### config.mk
export PLATFORM = sky130hd
export DESIGN_NAME = seq_alu_flat
export DESIGN_NICKNAME = d
export VERILOG_FILES = /design/src/rtl/seq_alu_if.sv /design/src/rtl/seq_alu.sv /design/src/flat_wrapper.sv
export SDC_FILE = /design/constraint.sdc
export NUM_CORES = 1
export LEC_CHECK = 0
export CORE_MARGIN = 4
export CORE_UTILIZATION = 50
export CTS_CLUSTER_DIAMETER = 120
export DETAILED_ROUTE_END_ITERATION = 16
export PLACE_DENSITY = 0.72
export RECOVER_POWER = 50
export SYNTH_ARGS = -nofsm -noshare
export SYNTH_HDL_FRONTEND = slang
export SYNTH_SLANG_ARGS = --single-unit
### constraint.sdc
create_clock -name clk -period 3.4 [get_ports clk]
set_input_delay 0.68 -clock clk [delete_from_list [all_inputs] [get_ports clk]]
set_output_delay 0.68 -clock clk [all_outputs]
set_load 0.05 [all_outputs]
### src/rtl/seq_alu_if.sv
// Operand/result bus between the CPU core and seq_alu: start/done handshake, operands, status.
// The core side drives the master modport; the ALU takes the slave modport.
interface seq_alu_if #(
    parameter int unsigned WIDTH = 19
);
    logic             start;
    logic [3:0]       opcode;
    logic [WIDTH-1:0] a;
    logic [WIDTH-1:0] b;
    logic             busy;
    logic             done;
    logic [WIDTH-1:0] result;
    logic             zero;
    logic             carry;
    logic             div_by_zero;
    logic             illegal_op;

    modport master (
        output start, opcode, a, b,
        input  busy, done, result, zero, carry, div_by_zero, illegal_op
    );

    modport slave (
        input  start, opcode, a, b,
        output busy, done, result, zero, carry, div_by_zero, illegal_op
    );
endinterface

### src/rtl/seq_alu.sv
// Multi-cycle ALU: single-cycle logic/add ops, iterative shift-add MUL and restoring DIV.
// Optional SEQ_ALU_SHIFT_EN adds single-cycle SHL (1010) and SHR (1011).
module seq_alu #(
    parameter int unsigned WIDTH = 19
) (
    input logic      clk,
    input logic      reset,
    seq_alu_if.slave bus
);
    localparam int unsigned CntW = $clog2(WIDTH);

    localparam logic [3:0] OpAdd = 4'b0000;
    localparam logic [3:0] OpSub = 4'b0001;
    localparam logic [3:0] OpMul = 4'b0010;
    localparam logic [3:0] OpDiv = 4'b0011;
    localparam logic [3:0] OpInc = 4'b0100;
    localparam logic [3:0] OpDec = 4'b0101;
    localparam logic [3:0] OpAnd = 4'b0110;
    localparam logic [3:0] OpOr  = 4'b0111;
    localparam logic [3:0] OpXor = 4'b1000;
    localparam logic [3:0] OpNot = 4'b1001;
`ifdef SEQ_ALU_SHIFT_EN
    localparam logic [3:0] OpShl = 4'b1010;
    localparam logic [3:0] OpShr = 4'b1011;
`endif

    typedef enum logic [0:0] {StIdle, StIter} state_e;

    state_e           state_q, state_d;
    logic [WIDTH-1:0] x_q, x_d;      // MUL multiplicand / DIV dividend-then-quotient
    logic [WIDTH-1:0] y_q, y_d;      // MUL multiplier / DIV divisor
    logic [WIDTH:0]   acc_q, acc_d;  // MUL product / DIV partial remainder
    logic [CntW-1:0]  cnt_q, cnt_d;
    logic             is_div_q, is_div_d;
    logic [WIDTH-1:0] result_q, result_d;
    logic             done_q, done_d;
    logic             zero_q, zero_d;
    logic             carry_q, carry_d;
    logic             dbz_q, dbz_d;
    logic             ill_q, ill_d;

    logic             accept;
    logic [WIDTH-1:0] op_res;
    logic             op_carry, op_dbz, op_ill, op_iter;
    logic [WIDTH:0]   mul_sum, rem_sh, trial;
    logic [WIDTH-1:0] fin;
`ifdef SEQ_ALU_SHIFT_EN
    logic [WIDTH-1:0] sh_pre;
`endif

    assign accept = bus.start && (state_q == StIdle);

    always_comb begin
        op_res   = '0;
        op_carry = 1'b0;
        op_dbz   = 1'b0;
        op_ill   = 1'b0;
        op_iter  = 1'b0;
`ifdef SEQ_ALU_SHIFT_EN
        sh_pre   = '0;
`endif
        case (bus.opcode)
            OpAdd: {op_carry, op_res} = {1'b0, bus.a} + {1'b0, bus.b};
            OpSub: {op_carry, op_res} = {1'b0, bus.a} - {1'b0, bus.b};
            OpMul: op_iter = 1'b1;
            OpDiv: begin
                if (bus.b == '0) begin
                    op_res = '1;
                    op_dbz = 1'b1;
                end else begin
                    op_iter = 1'b1;
                end
            end
            OpInc: {op_carry, op_res} = {1'b0, bus.a} + (WIDTH + 1)'(1);
            OpDec: {op_carry, op_res} = {1'b0, bus.a} - (WIDTH + 1)'(1);
            OpAnd: op_res = bus.a & bus.b;
            OpOr:  op_res = bus.a | bus.b;
            OpXor: op_res = bus.a ^ bus.b;
            OpNot: op_res = ~bus.a;
`ifdef SEQ_ALU_SHIFT_EN
            // Shifting by b-1 leaves the last bit shifted out at the edge of the word.
            OpShl: begin
                op_res = bus.a << bus.b;
                if (bus.b != '0) begin
                    sh_pre   = bus.a << (bus.b - WIDTH'(1));
                    op_carry = sh_pre[WIDTH-1];
                end
            end
            OpShr: begin
                op_res = bus.a >> bus.b;
                if (bus.b != '0) begin
                    sh_pre   = bus.a >> (bus.b - WIDTH'(1));
                    op_carry = sh_pre[0];
                end
            end
`endif
            default: op_ill = 1'b1;
        endcase
    end

    always_comb begin
        state_d  = state_q;
        x_d      = x_q;
        y_d      = y_q;
        acc_d    = acc_q;
        cnt_d    = cnt_q;
        is_div_d = is_div_q;
        result_d = result_q;
        done_d   = 1'b0;
        zero_d   = zero_q;
        carry_d  = carry_q;
        dbz_d    = dbz_q;
        ill_d    = ill_q;
        fin      = '0;
        mul_sum  = acc_q + {1'b0, x_q};
        rem_sh   = {acc_q[WIDTH-1:0], x_q[WIDTH-1]};
        trial    = rem_sh - {1'b0, y_q};

        unique case (state_q)
            StIdle: begin
                if (accept) begin
                    if (op_iter) begin
                        state_d  = StIter;
                        x_d      = bus.a;
                        y_d      = bus.b;
                        acc_d    = '0;
                        cnt_d    = '0;
                        is_div_d = (bus.opcode == OpDiv);
                    end else begin
                        done_d   = 1'b1;
                        result_d = op_res;
                        zero_d   = (op_res == '0);
                        carry_d  = op_carry;
                        dbz_d    = op_dbz;
                        ill_d    = op_ill;
                    end
                end
            end
            StIter: begin
                cnt_d = cnt_q + CntW'(1);
                if (is_div_q) begin
                    // Borrow in the top bit means the trial subtraction failed: restore.
                    x_d   = {x_q[WIDTH-2:0], ~trial[WIDTH]};
                    acc_d = trial[WIDTH] ? rem_sh : trial;
                end else begin
                    if (y_q[0]) begin
                        acc_d = mul_sum;
                    end
                    x_d = x_q << 1;
                    y_d = y_q >> 1;
                end
                if (cnt_q == CntW'(WIDTH - 1)) begin
                    fin      = is_div_q ? x_d : acc_d[WIDTH-1:0];
                    state_d  = StIdle;
                    done_d   = 1'b1;
                    result_d = fin;
                    zero_d   = (fin == '0);
                    carry_d  = 1'b0;
                    dbz_d    = 1'b0;
                    ill_d    = 1'b0;
                end
            end
            default: state_d = StIdle;
        endcase
    end

    always_ff @(posedge clk) begin
        if (!reset) begin
            state_q  <= StIdle;
            x_q      <= '0;
            y_q      <= '0;
            acc_q    <= '0;
            cnt_q    <= '0;
            is_div_q <= 1'b0;
            result_q <= '0;
            done_q   <= 1'b0;
            zero_q   <= 1'b0;
            carry_q  <= 1'b0;
            dbz_q    <= 1'b0;
            ill_q    <= 1'b0;
        end else begin
            state_q  <= state_d;
            x_q      <= x_d;
            y_q      <= y_d;
            acc_q    <= acc_d;
            cnt_q    <= cnt_d;
            is_div_q <= is_div_d;
            result_q <= result_d;
            done_q   <= done_d;
            zero_q   <= zero_d;
            carry_q  <= carry_d;
            dbz_q    <= dbz_d;
            ill_q    <= ill_d;
        end
    end

    assign bus.busy        = (state_q == StIter);
    assign bus.done        = done_q;
    assign bus.result      = result_q;
    assign bus.zero        = zero_q;
    assign bus.carry       = carry_q;
    assign bus.div_by_zero = dbz_q;
    assign bus.illegal_op  = ill_q;
endmodule
### src/flat_wrapper.sv
// flat-port wrapper written by rule: the top's interface ports become plain ports
module seq_alu_flat 
#(
    parameter int unsigned WIDTH = 19
)
  (clk, reset, bus_start, bus_opcode, bus_a, bus_b, bus_busy, bus_done, bus_result, bus_zero, bus_carry, bus_div_by_zero, bus_illegal_op);
  seq_alu_if #(.WIDTH(WIDTH)) bus_i ();
  input logic clk;
  input logic reset;
  input wire logic [$bits(bus_i.start)-1:0] bus_start;
  input wire logic [$bits(bus_i.opcode)-1:0] bus_opcode;
  input wire logic [$bits(bus_i.a)-1:0] bus_a;
  input wire logic [$bits(bus_i.b)-1:0] bus_b;
  output wire logic [$bits(bus_i.busy)-1:0] bus_busy;
  output wire logic [$bits(bus_i.done)-1:0] bus_done;
  output wire logic [$bits(bus_i.result)-1:0] bus_result;
  output wire logic [$bits(bus_i.zero)-1:0] bus_zero;
  output wire logic [$bits(bus_i.carry)-1:0] bus_carry;
  output wire logic [$bits(bus_i.div_by_zero)-1:0] bus_div_by_zero;
  output wire logic [$bits(bus_i.illegal_op)-1:0] bus_illegal_op;
  assign bus_i.start = bus_start;
  assign bus_i.opcode = bus_opcode;
  assign bus_i.a = bus_a;
  assign bus_i.b = bus_b;
  assign bus_busy = bus_i.busy;
  assign bus_done = bus_i.done;
  assign bus_result = bus_i.result;
  assign bus_zero = bus_i.zero;
  assign bus_carry = bus_i.carry;
  assign bus_div_by_zero = bus_i.div_by_zero;
  assign bus_illegal_op = bus_i.illegal_op;
  seq_alu #(.WIDTH(WIDTH)) u_core (.clk(clk), .reset(reset), .bus(bus_i));
endmodule
==> impl_metrics.py <==
metrics = {
    "floorplanning": {
        "io_pins": 70,
        "die_h_um": 156,
        "die_w_um": 156,
        "core_um2": 21300,
        "die-area_um2": 24300,
        "start_util_pct": 51.3,
        "row_count": 53,
    },
    "layout": {
        "drive_gt1_share_pct": 25.8,
        "final_common_cell": "buf_4",
        "final_nets": 2025,
        "num_antenna_cells": 0,
        "design_area_um2": 15000,
        "layout_common_cells": "buf_4, nor2_1, a21oi_1",
        "area_growth_pct": 37.1,
    },
    "synth": {
        "synthMuxAreaShare_pct": 2.23,
        "synthAdderAreaFrac_pct": 12.0,
        "synth_top_area_share_pct": 16.1,
        "synth_cells": 1565,
        "ys_top_cells_by_area": "dfxtp_1, ha_1, a21oi_1, nor2_1, nand2_1",
        "synth_seq_cells": 88,
        "ys.flop_type": "dfxtp_1",
        "synth_edf_count": 0,
        "synth_top_cell_by_area": "dfxtp_1",
        "synthSimpleGateAreaFrac_pct": 25.2,
        "async_flop_share_pct": 0,
        "synth_cell_types": 89,
        "synth_area_um2": 10900,
        "synth_xor_xnor_area_share_pct": 3.29,
        "yosysSeqAreaShare_pct": 16.1,
        "avgSynthCellArea_um2": 6.98,
        "ys_warn_count": 0,
        "synth_top_family_by_area": "compound AO/OA/AOI/OAI gates",
        "syn-num-nets": 1712,
        "synth_compound_area_share_pct": 34.1,
    },
    "worst_setup_path": {
        "cp.arrival_ns": 3.66,
        "endpoint_kind": "flop",
        "worst_ep_required_time_ns": 3.67,
        "cp_max_fo": 3,
        "crit_path_end": "u_core.bus.zero",
        "r2r_start": "u_core.x_q[0]",
        "rrSetupSlack_ns": 0.10,
        "start_kind": "input port",
        "criticalPathCategory": "input port to flop",
        "cp-startpoint": "bus_a[0]",
        "reg2reg_to": "u_core.bus.zero",
        "rr_worst_depth": 14,
    },
    "sta": {
        "rsz0062_at_grt": "true",
        "fin_skew_ns": 0.0144,
        "clock.fmax_mhz": 295,
        "drv_slew": 0,
        "finalCriticalPeriod_ns": 3.39,
        "period_share_pct": 99.6,
        "worst_slack_ns": 0.0145,
        "maxSlewHeadroom_pct": 52.5,
        "final-hold-violation-count": 0,
        "worst_pin_slew_ns": 0.712,
        "setup_viol": 0,
        "setup-tns-final_ns": 0,
    },
    "power": {
        "power_density_nw_per_um2": 265,
        "p_leak_nw": 6.48,
        "peakVddDrop_uv": 210,
    },
    "clocking": {
        "cts_sinks": 88,
        "insertion_delay_ns": 0.36,
        "cts_buffers": 9,
        "root_buffer": "clkbuf_16",
        "holdBufCountCts": 0,
        "htree_levels": 3,
        "cts_tree": "built",
        "cts.reportedPaths.clkPinSlew_ns": 0.08,
        "cts_max_path_buffers": 2,
    },
    "route": {
        "routedWlPerCell_um": 21.0,
        "drt-initial-drc-count": 1675,
        "final_antenna_net_count": 0,
        "drtPass1Iterations": 6,
        "drt-total-wl_um": 45300,
        "via_per_inst": 6.34,
        "drc": 0,
        "vias": 13700,
    },
    "min_path": {
        "hp-class": "flop to flop",
    },
    "grt": {
        "antenna_found_initial": 0,
        "grt_max_degree": 75,
        "track_usage_pct": 35.7,
        "grt_pass1_vias": 12800,
        "grt-ovfl-total": 0,
        "grt_pass1_wl_um": 69800,
    },
    "place": {
        "place_congestion": 1.02,
        "hpwl_um": 35600,
        "io_buffers": 69,
        "pre_cts_ws_ns": -0.799,
        "placed_area_um2": 14100,
    },
    "flow_run": {
        "maxCapViolCount": 0,
    },
    "run_status": {
        "status": "finished clean",
    },
}
cells by family after synthesis:
logic type	Yosys count
compound gates	547
xor+xnor	41
fa+ha+maj	102
buf+inv	201
flops	88
mux	23
simple gates	563
metrics by stage:
| step | hold WS, ns | power (W) | utilization (%) | instances |
|---|---|---|---|---|
| after floorplan | 0.428 | 0.00206 | - | 1565 |
| after global placement | 0.445 | 0.00280 | 66.3 | 2134 |
| after CTS | 0.461 | 0.00387 | 68.8 | 2153 |
| after detailed placement | 0.451 | 0.00283 | 66.3 | 2134 |
| after global routing | 0.471 | 0.00414 | 70.4 | 2158 |
| final | 0.458 | 0.00397 | 70.4 | 2158 |
synthesized netlist by cell type, types with 6 or more instances:
cell	count
a21o_1	27
nor3_1	54
o211a_1	9
nand4_1	20
o2111ai_1	7
buf_1	12
or3_1	7
a221o_1	14
nor2b_1	29
or2_2	9
nor3b_1	7
xnor2_1	31
dfxtp_1	88
a31oi_1	22
nand2b_1	17
a211oi_1	27
a221oi_1	11
nand2_1	134
xor2_1	10
and2_1	11
buf_2	13
nand3_1	37
a22oi_1	7
a41oi_1	6
o22ai_1	15
o31a_1	7
inv_1	88
a311o_1	7
o221ai_1	16
o21ai_0	91
o21a_1	12
nor2_1	173
and4_1	8
and3_1	18
mux2i_1	21
a311oi_1	10
o21bai_1	9
a21oi_1	150
o211ai_1	40
ha_1	98
clkbuf_1	83
nor4_1	15
flip-flops by register name, summed over array words and instances (netlist names):
signal                  cells
u_core.acc_q               19
u_core.bus.busy             1
u_core.bus.carry            1
u_core.bus.div_by_zero      1
u_core.bus.done             1
u_core.bus.illegal_op       1
u_core.bus.result          19
u_core.bus.zero             1
u_core.cnt_q                5
u_core.is_div_q             1
u_core.x_q                 19
u_core.y_q                 19
how the worst min path moves through the flow:
stage | from | to | slack, ns | depth (start not counted)
detailed placement | u_core.bus.result[9] | u_core.bus.result[9] | 0.45 | 2
global route | u_core.bus.result[9] | u_core.bus.result[9] | 0.47 | 2
CTS | u_core.bus.result[9] | u_core.bus.result[9] | 0.46 | 2
finish | u_core.bus.result[9] | u_core.bus.result[9] | 0.46 | 2
floorplan | u_core.cnt_q[4] | u_core.cnt_q[4] | 0.43 | 1
global placement | u_core.bus.result[17] | u_core.bus.result[17] | 0.44 | 2
routing by layer:
metal  part of all wire (%)  global-route usage, %  vias up
met5                      0                      0        -
met4                    3.8                   11.7        0
met3                    9.4                   5.33      113
met2                     45                   58.1      715
met1                     41                   48.7     6438
li1                       -                      -     6411
critical path: stages:
cell	delay [ns]
clkdlybuf4s15_2	0.22
inv_2	0.06
ha_4	0.15
fa_1	0.47
inv_1	0.03
mux4_2	0.48
a221o_1	0.35
nor4_2	0.30
nand4_1	0.26
nor4b_4	0.30
nand3_1	0.13
o31ai_1	0.22
report_power, final:
group,internal (W),total (W),switching (W)
clock network,0.000517,0.00101,0.000494
registers,0.00107,0.00111,0.0000377
logic,0.000821,0.00185,0.00103
final cells by class:
class / count / area [µm²]
clock buffer: 9 / 225
clock inverter: 7 / 70.1
fill: 1797 / 6310
inverter: 92 / 347
multi-input combinational: 1276 / 8910
sequential: 88 / 1770
tap: 275 / 344
timing repair buffer: 411 / 3320
timing repair:
item,in CTS,in global routing
pin swaps,19,30
setup endpoints to repair,17,16
gates resized for setup,59,72
buffers inserted,3,5
(Power assumes the default switching activity.)
==> patch, RTL diff (config.mk and constraints unchanged) <==
Take the reset off `result_q` and load it in a clocked block of its own.
--- a/src/rtl/seq_alu.sv
+++ b/src/rtl/seq_alu.sv
@@ -173,5 +173,4 @@
             cnt_q    <= '0;
             is_div_q <= 1'b0;
-            result_q <= '0;
             done_q   <= 1'b0;
             zero_q   <= 1'b0;
@@ -186,5 +185,4 @@
             cnt_q    <= cnt_d;
             is_div_q <= is_div_d;
-            result_q <= result_d;
             done_q   <= done_d;
             zero_q   <= zero_d;
@@ -193,4 +191,8 @@
             ill_q    <= ill_d;
         end
+    end
+
+    always_ff @(posedge clk) begin
+        result_q <= result_d;
     end
 
Check against the original RTL: not equivalent (a bounded check fails within 4 cycles, from zero or initial values and one cycle with reset low).
==> patch against the original RTL <==
Non-clock buffer count fell by 7. First-iteration DRC count down 4.8%. Critical path depth is 2 higher. Wire length down 4.5%. Critical path type unchanged. Total power is 0.40% lower. Sequential share of layout area is 1.7 points higher. Sequential cell count did not move. Setup slack got worse by 10 ps. Combinational power shrank 3%. Area after synthesis shrank 5.8%. Design area down 3.3%.
==> patch: results (changes against the original RTL) <==
* Finished Layout Cells at 1988 (-7.9%)
* Slowest CP cell: clkdlybuf4s50_1
* Vias in the first global route at 12002 (-6.0%)
* Psw at 1.480 mW (-5.2%)
* DP Worst Slack at -800.8 ps (-1.629 ps)
* Top post-synthesis cells by area: dfxtp_1 (13%), ha_1 (12%), edfxtp_1 (5.5%)
* Leakage power at 6.293 nW (-2.9%)
* First-pass GRT wire length at 65.76 mm (-5.8%)
* Aggregate global-route resource usage at 36.92% (+1.2 points)
* Nets@finish at 1860 (-8.1%)
* Post-synthesis sequential area ratio at 18.96% (+2.8 points)
* Synth Instances at 1388 (-11%)
* Layout cells sized above 1 at 27.47% (+1.7 points)
* Worst Skew at 6.120 ps (-8.234 ps)
* Post-synth EDFFs at 19 (+19)
* Placed cell areas at 13510 um2 (-4.3%)
* Commonest cells post-synth: nor2_1 (135), nand2_1 (105), a21oi_1 (104), ha_1 (98), inv_1 (95)
* GPL Wtd Cong at 1.001 (-1.9%)
* Mux cell area share after synthesis at 3.233% (+1.0 points)
* Synth Area in Compound Gates at 32.64% (-1.4 points)
* Post-synthesis xor/xnor area fraction at 3.233% (-0.054 points)
* Sequential Power at 1.18 mW (+6%)
* Worst path arrival time at 3460 ps (-200 ps)
* Syn_nets at 1535 (-10%)
* Initial antenna violation count at 1 (+1)
* Pin count of the biggest net entering global routing at 56 (-25%)
* Critical path fanouts, max at 5 (+2)
* Clk pwr share at 24.8% (-0.6 points)
* Status: complete, no violations
* Crit path max-delay family: buffers and inverters
* First-iteration detailed-routing DRC count at 1595 (-4.8%)
* Detail Placement HPWL at 34.33 mm (-3.4%)
* Adder-Cell Fraction of Synth Area at 12.69% (+0.73 points)
* Drt total wl at 43.31 mm (-4.5%)
* Register-to-Register Path Depth at 12 (-2)
## patch: worst paths after layout
check / start / end / slack, ps
max reg2reg: u_core.acc_q[1] / u_core.bus.zero / 100
min reg2reg: u_core.bus.carry / u_core.bus.carry / 500
min: u_core.bus.carry / u_core.bus.carry / 500
max: bus_b[6] / u_core.bus.result[13] / 4
## patch: layout make-up
class	count	area [um2]	share of cell area, %
Clock buffer	12	257.7	1.780
Clock inverter	4	26.28	0.1814
Inverter	98	367.9	2.540
Multi-Input combinational cell	1112	8237	56.87
Sequential cell	88	1954	13.49
Tap cell	270	337.8	2.332
Timing Repair Buffer	404	3303	22.81
## patch: routing by layer
layer  track usage, %  share of wire (%)
met1            47.07                 39
met4            16.23                5.0
met2            61.32                 47
met3            6.246                9.3
met5                0              0.030
## patch: timing repair
| item | CTS | global route |
|---|---|---|
| buffers inserted | 4 | 10 |
| setup endpoints to repair | 16 | 28 |
| resized for setup | 70 | 80 |
| pin swaps | 18 | 35 |
